<file path="src/rtl/roi_static_monitor.sv">
// -----------------------------------------------------------------------------
// roi_static_monitor
//
// Static-side harness for a partial-reconfiguration region.
//   * CHAN_N heartbeat outputs driven from one shared prescaler; channel i
//     toggles once every (i+1) prescaler wraps.
//   * Debounce/latch of the dynamic region's output bus: a new din value is
//     accepted only after STABLE_CYCLES consecutive identical samples.
//   * Saturating count of accepted changes, plus a one-cycle strobe per change.
//
// Optional feature (macro ROI_MON_TIMESTAMP_EN):
//   defined   -> 32-bit free-running cycle counter; last_change_ts captures its
//                value on every accept edge.
//   undefined -> no counter is built; last_change_ts is tied to 0.
//
// Ports:
//   clk            in   system clock, rising edge
//   rst_n          in   asynchronous active-low reset
//   en             in   heartbeat enable (low freezes prescaler/dividers)
//   din            in   [DIN_N]  output bus of the dynamic region
//   blinky         out  [CHAN_N] registered heartbeat outputs
//   dout_latched   out  [DIN_N]  last accepted din value
//   change_pulse   out  one-cycle strobe, the cycle after each accept
//   change_cnt     out  [CNT_W]  accepted changes, saturating
//   stable         out  combinational din == dout_latched
//   last_change_ts out  [32]     cycle count at the last accept
// -----------------------------------------------------------------------------
module roi_static_monitor #(
    parameter int CHAN_N        = 3,
    parameter int PERIOD        = 10000000,
    parameter int DIN_N         = 3,
    parameter int STABLE_CYCLES = 4,
    parameter int CNT_W         = 8
) (
    input  logic              clk,
    input  logic              rst_n,
    input  logic              en,
    input  logic [DIN_N-1:0]  din,
    output logic [CHAN_N-1:0] blinky,
    output logic [DIN_N-1:0]  dout_latched,
    output logic              change_pulse,
    output logic [CNT_W-1:0]  change_cnt,
    output logic              stable,
    output logic [31:0]       last_change_ts
);

    localparam int PRE_W = $clog2(PERIOD);
    localparam int DIV_W = (CHAN_N > 1) ? $clog2(CHAN_N) : 1;
    localparam int RUN_W = $clog2(STABLE_CYCLES + 1);

    localparam logic [PRE_W-1:0] PRE_LAST = PRE_W'(PERIOD - 1);
    localparam logic [RUN_W-1:0] RUN_DONE = RUN_W'(STABLE_CYCLES);
    localparam logic [RUN_W-1:0] RUN_ONE  = RUN_W'(1);

    typedef enum logic {
        ST_IDLE,
        ST_CAND
    } mon_state_t;

    // -------------------------------------------------------------------------
    // Heartbeat: shared prescaler plus one divider per channel
    // -------------------------------------------------------------------------
    logic [PRE_W-1:0] pre_q;
    logic             tick_stb;
    logic [DIV_W-1:0] div_q [CHAN_N];

    // Gated by en so that a frozen prescaler sitting at PERIOD-1 does not keep
    // advancing the dividers.
    assign tick_stb = en && (pre_q == PRE_LAST);

    // NOTE: sequential state uses non-blocking (<=) so every register samples
    // the pre-edge values of the others, independent of block ordering.
    always_ff @(posedge clk or negedge rst_n) begin
        if (!rst_n) begin
            pre_q <= '0;
        end else if (en) begin
            if (tick_stb) begin
                pre_q <= '0;
            end else begin
                pre_q <= pre_q + 1'b1;
            end
        end
    end

    // Divider i counts ticks 0..i; the tick that finds it at i toggles the
    // channel and restarts the count, giving a half-period of (i+1)*PERIOD.
    always_ff @(posedge clk or negedge rst_n) begin
        if (!rst_n) begin
            for (int i = 0; i < CHAN_N; i++) begin
                div_q[i] <= '0;
            end
            blinky <= '0;
        end else if (tick_stb) begin
            for (int i = 0; i < CHAN_N; i++) begin
                if (div_q[i] == DIV_W'(i)) begin
                    div_q[i]  <= '0;
                    blinky[i] <= ~blinky[i];
                end else begin
                    div_q[i] <= div_q[i] + 1'b1;
                end
            end
        end
    end

    // -------------------------------------------------------------------------
    // Monitor FSM: debounce din against dout_latched
    // -------------------------------------------------------------------------
    mon_state_t       state_q, state_d;
    logic [DIN_N-1:0] cand_q, cand_d;
    logic [RUN_W-1:0] run_q, run_d;
    logic [RUN_W-1:0] run_inc;
    logic             accept;
    logic [DIN_N-1:0] accept_val;

    assign run_inc = run_q + 1'b1;

    always_ff @(posedge clk or negedge rst_n) begin
        if (!rst_n) begin
            state_q <= ST_IDLE;
        end else begin
            state_q <= state_d;
        end
    end

    // NOTE: every output of this block gets a default first, so no path can
    // leave a signal unassigned and infer a latch.
    always_comb begin
        state_d    = state_q;
        cand_d     = cand_q;
        run_d      = run_q;
        accept     = 1'b0;
        accept_val = cand_q;

        unique case (state_q)
            ST_IDLE: begin
                if (din != dout_latched) begin
                    if (STABLE_CYCLES == 1) begin
                        // A single sample is already enough: accept directly.
                        accept     = 1'b1;
                        accept_val = din;
                    end else begin
                        state_d = ST_CAND;
                        cand_d  = din;
                        run_d   = RUN_ONE;
                    end
                end
            end

            ST_CAND: begin
                if (din == cand_q) begin
                    if (run_inc == RUN_DONE) begin
                        accept     = 1'b1;
                        accept_val = cand_q;
                        state_d    = ST_IDLE;
                        run_d      = '0;
                    end else begin
                        run_d = run_inc;
                    end
                end else if (din == dout_latched) begin
                    // Glitch returned to the latched value: drop the candidate.
                    state_d = ST_IDLE;
                    run_d   = '0;
                end else begin
                    // A third value appeared: it becomes the new candidate.
                    cand_d = din;
                    run_d  = RUN_ONE;
                end
            end

            default: begin
                state_d = ST_IDLE;
                run_d   = '0;
            end
        endcase
    end

    always_ff @(posedge clk or negedge rst_n) begin
        if (!rst_n) begin
            cand_q       <= '0;
            run_q        <= '0;
            dout_latched <= '0;
            change_pulse <= 1'b0;
            change_cnt   <= '0;
        end else begin
            cand_q       <= cand_d;
            run_q        <= run_d;
            change_pulse <= accept;
            if (accept) begin
                dout_latched <= accept_val;
                if (change_cnt != '1) begin
                    change_cnt <= change_cnt + 1'b1;
                end
            end
        end
    end

    assign stable = (din == dout_latched);

    // -------------------------------------------------------------------------
    // Optional accept timestamp
    // -------------------------------------------------------------------------
`ifdef ROI_MON_TIMESTAMP_EN
    logic [31:0] ts_cnt_q;

    always_ff @(posedge clk or negedge rst_n) begin
        if (!rst_n) begin
            ts_cnt_q       <= '0;
            last_change_ts <= '0;
        end else begin
            ts_cnt_q <= ts_cnt_q + 32'd1;
            if (accept) begin
                last_change_ts <= ts_cnt_q;
            end
        end
    end
`else
    assign last_change_ts = '0;
`endif

endmodule

</file>
<file path="config.mk">
export PLATFORM = sky130hd
export DESIGN_NAME = roi_static_monitor
export DESIGN_NICKNAME = d
export VERILOG_FILES = /design/src/rtl/roi_static_monitor.sv
export SDC_FILE = /design/constraint.sdc
export NUM_CORES = 1
export LEC_CHECK = 0
export ABC_AREA = 1
export CORE_ASPECT_RATIO = 0.5
export CORE_MARGIN = 2
export CORE_UTILIZATION = 35
export DETAILED_ROUTE_END_ITERATION = 10
export PLACE_DENSITY = 0.62
export RECOVER_POWER = 100
export SKIP_LAST_GASP = 1
export SLEW_MARGIN = 20
export SYNTH_ARGS = -nofsm -noshare
export SYNTH_HDL_FRONTEND = slang
export SYNTH_SLANG_ARGS = --single-unit
</file>
<file path="constraint.sdc">
create_clock -name clk -period 1.7 [get_ports clk]
set_clock_uncertainty 0.05 [all_clocks]
set_input_delay 0.34 -clock clk [delete_from_list [all_inputs] [get_ports clk]]
set_output_delay 0.34 -clock clk [all_outputs]
set_load 0.02 [all_outputs]
</file>
* Word-level counts from Yosys, hierarchy flattened
Cells that the tools add are included.
** Word-level totals
- Register bits after elaboration :: 52
- Latch bits :: 0
- Memory bits (writable) :: 0
- Bits in read-only memories :: 0
- Output and inout port bits :: 48
- Word-level logic and storage cells :: 62
- Memories :: 0
** Operators by class
- $add $sub $neg :: 6
- $mul :: 0
- Divide/modulo/power cells :: 0
- Magnitude comparators :: 0
- Eq/ne operators :: 11
- Shift operators :: 0
- Mux-type cells :: 21
- Bitwise operators :: 4
- Reduce and logical (&&, ||, !) cells :: 7
** Operators by type and width (number)
- adder 24 x 1 -> 24 bit (second input constant) :: 1
- == test 24 bit (second input constant) :: 1
- two-way mux 24 bit :: 1
- two-way mux 3 bit :: 6
- case mux 3 bit (2 select lines) :: 2
- adder 8 x 1 -> 8 bit (second input constant) :: 1
- two-way mux 1 bit :: 8
- inequality test 8 bit (second input constant) :: 1
- AND reduction 2 bit :: 4
- adder 2 x 1 -> 2 bit (second input constant) :: 3
- == test 3 bit :: 2
- two-way mux 2 bit :: 3
- inequality test 2 bit (second input constant) :: 3
- NOT 1 bit :: 4
- adder 3 x 1 -> 3 bit (second input constant) :: 1
- == test 3 bit (second input constant) :: 1
- inequality test 3 bit :: 1
- AND reduction 3 bit :: 1
- == test 2 x 1 -> 1 bit (second input constant) :: 1
- == test 2 bit (second input constant) :: 1
- logical NOT 2 bit :: 1
- case mux 1 bit (2 select lines) :: 1
- logical AND 1 bit :: 1

* Longest topological paths before layout
- Depth in word-level cells :: 6
- Depth in mapped cells :: 10

* Worst setup path after synthesis
OpenSTA, ideal clock, no wires.
- Path kind :: register to register
- Start :: register change_cnt[0]
- End :: register change_cnt[6]
- Arrival time :: 1433 ps
- Data required time :: 1574 ps
- Path slack :: 140 ps
- Cell stages (with the launch flop) :: 9
- Path buffers :: 1
- Cells stage by stage :: dfrtp_1 -> ha_1 -> nand3_1 -> nor2_2 -> nand3_2 -> nand3_2 -> buf_4 -> nand2_1 -> o21ai_1
** Between the ends
- Longest elaborated chain between the ends :: 2
- Elaborated cells between the ends (all ways) :: 3
- Those cells by class :: 1 x add/sub; 1 x eq/ne; 1 x reduce/logical
** RTL lines
- start, declared :: RTL line 42 : output logic [CNT_W-1:0] change_cnt,
- start signal, assigned :: RTL line 191 : change_cnt <= change_cnt + 1'b1;
- parallel branches: the longest is 2 deep, another holds adder 8 x 1 -> 8 bit
Several ways; the timed one is not identified.
A chain may end at the register's enable or synchronous reset.

* Worst setup path in the final report
- Start :: register pre_q[1]
- End :: register pre_q[7]
** Between the ends
- Longest elaborated chain between the ends :: 3
- Elaborated cells between the ends (all ways) :: 4
- Those cells by class :: 1 x add/sub; 1 x eq/ne; 1 x mux; 1 x reduce/logical
** RTL lines
- start, declared :: RTL line 63 : logic [PRE_W-1:0] pre_q;
- start signal, assigned :: RTL line 80 : pre_q <= pre_q + 1'b1;
- parallel branches: the longest is 2 deep, another holds adder 24 x 1 -> 24 bit
- two-way mux 24 bit (*) :: RTL line 77 : if (tick_stb) begin
Mark *: on every way between the ends.

==> impl_summary.md <==
Worst setup path
Along the worst path, the maximum fanout reaches 7. The element type at the critical path start is a flip-flop. The reg-to-reg setup timing slack is 0.08 ns. The category of the worst setup path capture point is a flip-flop. The cell count of the worst reg-to-reg path is 9. The worst reg2reg path startpoint is pre_q[1]. The data arrival time of the worst path is 1.75 ns. The critical path starts at pre_q[1]. The endpoint identified for the worst register-to-register timing path is pre_q[7].

The critical path is of the reg -> reg type. For the worst setup path, the data required time is 1.83 ns. The critical path endpoint is pre_q[7].

Drt
The number of remaining DRC errors is 0. The total routed wirelength is 6.50 mm. The detail route stage leaves a number of antenna-violating nets equal to 0. Detailed routing inserted a total of 2,685 vias. Using the TritonRoute via totals, the vias-per-cell ratio works out to 4.41. The detailed-route wire length per cell is 10.7 um. The first TritonRoute pass finished after 4 iterations.

The starting DRC count in detailed routing is 122.

Floorplanning
From left edge to right edge, the die measures 140 um. The die is 72.1 um tall. The starting density of the core is 36.7%. The die covers 10,100 sq um. The number of standard-cell rows in the floorplan is 24. For this design the top-level I/O count stands at 54.

The placeable core region is 8860 sq um.

Cells and area
The final core area utilization is 43.5%. The fraction of final layout cells sized beyond drive strength 1 is 15.7%. The area occupied by multi-input gates is 1610 sq um. The finished layout holds 609 standard cells, fillers aside. The repair_antennas step left the layout with diodes totalling 0. After routing the design area is 3850 sq um.

Counting the fill cells in the layout gives 881. The area added between synthesis and finish is 18.6%. For this run, the post-layout net count is 503. The sequential cell area is 1300 sq um.

Place
The total placed cells including tap cells is 596. At the placement stage, the worst setup path has a slack of -0.488 ns. The final RePlAce weighted congestion is 0.834. The HPWL reported at the end of detailed placement is 4.93 mm.

The number of port buffers is 21. The placed cell area is 3690 sq um.

Synthesis
Synthesis produced 432 cells. The flip-flop and latch count after synthesis is 52. Summing every instance area after synthesis gives 3250 sq um. In this run the biggest area consumer among cell types represents 40.1% of the synthesized area. The predominant post-synthesis flop cell is sky130_fd_sc_hd__dfrtp_1. In the synthesized netlist, the cells that appear most often are sky130_fd_sc_hd__nand2_1 (115), sky130_fd_sc_hd__dfrtp_1 (52), sky130_fd_sc_hd__inv_1 (50).

Of the synthesized area, sequential elements account for 40.1%. In the post-synthesis netlist, the biggest area contributors are sky130_fd_sc_hd__dfrtp_1 (40%), sky130_fd_sc_hd__nand2_1 (13%), sky130_fd_sc_hd__buf_4 (7.9%). After synthesis, the netlist uses 26 different library cells. The number of synthesized flops with an enable pin is 0.

The async set or reset register ratio after synthesis is 100%. Each instance of the synthesized netlist takes up on average 7.52 sq um. The cell accounting for the most synthesized area is sky130_fd_sc_hd__dfrtp_1.

Among all cell types in the netlist, the one instantiated most often is sky130_fd_sc_hd__nand2_1. The number of warnings reported in the yosys synthesis log is 0.

Power
For this design the ratio of total power to cell area is 774 nW/um^2. The leakage dissipation is 0.00202 uW. The maximum vdd drop is 0.423 mV.

Timing
The share of the clock period used by the worst path after layout is 95.2%. Setup repair after global routing could not meet its margin everywhere. The final-report setup violation count is 0.

The final worst slack is 0.0813 ns. Adding up every negative setup slack in the final design gives 0 ns. The routed design could run at a clock period as short as 1.62 ns. The highest clock rate is 618 MHz. The count of pins over their slew limit is 0. The number of endpoints with negative hold slack in the final report was 0.

Global route
The number of antenna violations at the first check in global routing came to 0. The wire length of the first global-routing pass is 11.4 mm. Global routing finished with a remaining overflow of 0.

Entering global routing, the biggest net connects 21 pins. The via count of the first global-routing pass is 2,494. The overall fraction of global-route tracks in use is 13.8%.

Clock network
TritonCTS built the clock tree. For the worst-skew pair, the clock arrives at the later sink with an insertion delay of 0.29 ns. The buffer depth of the longest clock path is 2. The clock tree root driver cell is sky130_fd_sc_hd__clkbuf_16. The clock sink count is 52.

The H-tree was split into 2 levels. After clock tree synthesis, the clock-pin slew on the worst setup and hold paths is 0.07 ns. The number of CTS-inserted buffers is 5.

Flow run
Across the run, the number of max-cap violations was 0.

Worst hold path
The path category of the worst min-delay check is in -> async.

Run status
The flow ran to the end, and the final reports show no timing, DRC or antenna violations.
[through the flow]
stage | power [uW] | hold slack, ns
after floorplan | 1840 | -0.00559
after global placement | 1940 | 0.230
after detailed placement | 1940 | 0.231
after CTS | 2970 | 0.427
after global routing | 3140 | 0.460
final | 2980 | 0.420
[timing repair]
action,4_1_cts,5_1_grt
endpoints found under the setup margin,12,36
endpoints found under the hold margin,13,0
hold buffers,1,0
cloned,0,0
resized for setup,15,22
setup buffers,0,4
pin swaps,1,6
[how the worst min path moves through the flow]
stage	start	endpoint	slack [ns]	depth (start not counted)
floorplan	rst_n	blinky[0]	-0.006	0
global placement	rst_n	cand_q[0]	0.23	1
detailed placement	rst_n	run_q[0]	0.23	1
CTS	div_q[3]	div_q[3]	0.43	2
global route	div_q[3]	div_q[3]	0.46	2
finish	rst_n	cand_q[0]	0.42	2
[critical path: stages (launching register included)]
cell and delay [ns]:
sky130_fd_sc_hd__dfrtp_1 0.42, sky130_fd_sc_hd__ha_4 0.17, sky130_fd_sc_hd__nand2_2 0.06, sky130_fd_sc_hd__nor2_4 0.18
sky130_fd_sc_hd__nand2_2 0.11, sky130_fd_sc_hd__nor2_4 0.11, sky130_fd_sc_hd__nand2_2 0.08, sky130_fd_sc_hd__inv_2 0.11
sky130_fd_sc_hd__clkbuf_1 0.15, sky130_fd_sc_hd__nor3_1 0.07
[registers in the layout, summed over array words and instances (netlist names)]
| register | cells |
|---|---|
| pre_q | 24 |
| change_cnt | 8 |
| div_q | 6 |
| blinky | 3 |
| cand_q | 3 |
| dout_latched | 3 |
| run_q | 3 |
| change_pulse | 1 |
| state_q | 1 |
[layout by cell type, fill, tap and decap left out, types with 4 or more instances in the layout]
cell type | Yosys | routed
sky130_fd_sc_hd__nand2_2 | 4 | 4
sky130_fd_sc_hd__nor2_4 | 5 | 7
sky130_fd_sc_hd__a21oi_1 | 7 | 7
sky130_fd_sc_hd__nor3_1 | 6 | 6
sky130_fd_sc_hd__clkbuf_16 | 0 | 5
sky130_fd_sc_hd__o21ai_1 | 11 | 9
sky130_fd_sc_hd__nand3b_1 | 4 | 4
sky130_fd_sc_hd__nand3_2 | 7 | 5
sky130_fd_sc_hd__clkbuf_1 | 0 | 6
sky130_fd_sc_hd__o21ai_0 | 3 | 5
sky130_fd_sc_hd__xor2_1 | 9 | 9
sky130_fd_sc_hd__nand3_1 | 34 | 35
sky130_fd_sc_hd__nor2_1 | 45 | 42
sky130_fd_sc_hd__xnor2_1 | 9 | 9
sky130_fd_sc_hd__nand4_1 | 12 | 12
sky130_fd_sc_hd__dfrtp_1 | 52 | 52
sky130_fd_sc_hd__conb_1 | 1 | 32
sky130_fd_sc_hd__nor2_2 | 6 | 7
sky130_fd_sc_hd__buf_4 | 34 | 20
sky130_fd_sc_hd__nand2_1 | 115 | 115
sky130_fd_sc_hd__clkbuf_4 | 0 | 7
sky130_fd_sc_hd__ha_1 | 6 | 4
sky130_fd_sc_hd__inv_2 | 7 | 8
sky130_fd_sc_hd__dlygate4sd2_1 | 0 | 11
sky130_fd_sc_hd__inv_1 | 50 | 50
[report_power, final]
part	internal (uW)	switching (uW)	total, uW
Combinational	187	331	517
Sequential	1330	102	1430
Clock	552	480	1030
Total	2070	913	2980
[metal layers]
| layer | vias up | routed length (um) | track usage [%] |
|---|---|---|---|
| met4 | 0 | 63 | 4.04 |
| met5 | - | 0 | 0 |
| li1 | 1405 | - | - |
| met1 | 1215 | 3210 | 18.5 |
| met3 | 4 | 269 | 2.38 |
| met2 | 61 | 2950 | 23.5 |
[kinds of logic (layout without fill, tap and decap cells)]
logic type / count (synthesis) / count (layout) / share of synthesized area [%]
simple gates: 239 / 239 / 33.9
buf+inv: 93 / 122 / 15.0
flops: 52 / 52 / 40.1
compound gates: 23 / 23 / 3.78
xor+xnor: 18 / 18 / 4.86
fa+ha+maj: 6 / 6 / 2.31
other cells: 1 / 32 / 0.115
[cell type report]
type                    instances  area share (%)
multi-input cells             318            41.9
flip-flops and latches         52            33.8
repair buffers                 56            11.0
inverters                      58            5.65
well taps                     117            3.80
clock buffers                   5            3.25
clock inverters                 3           0.585
Note: power is estimated with default switching activity, not from simulation.
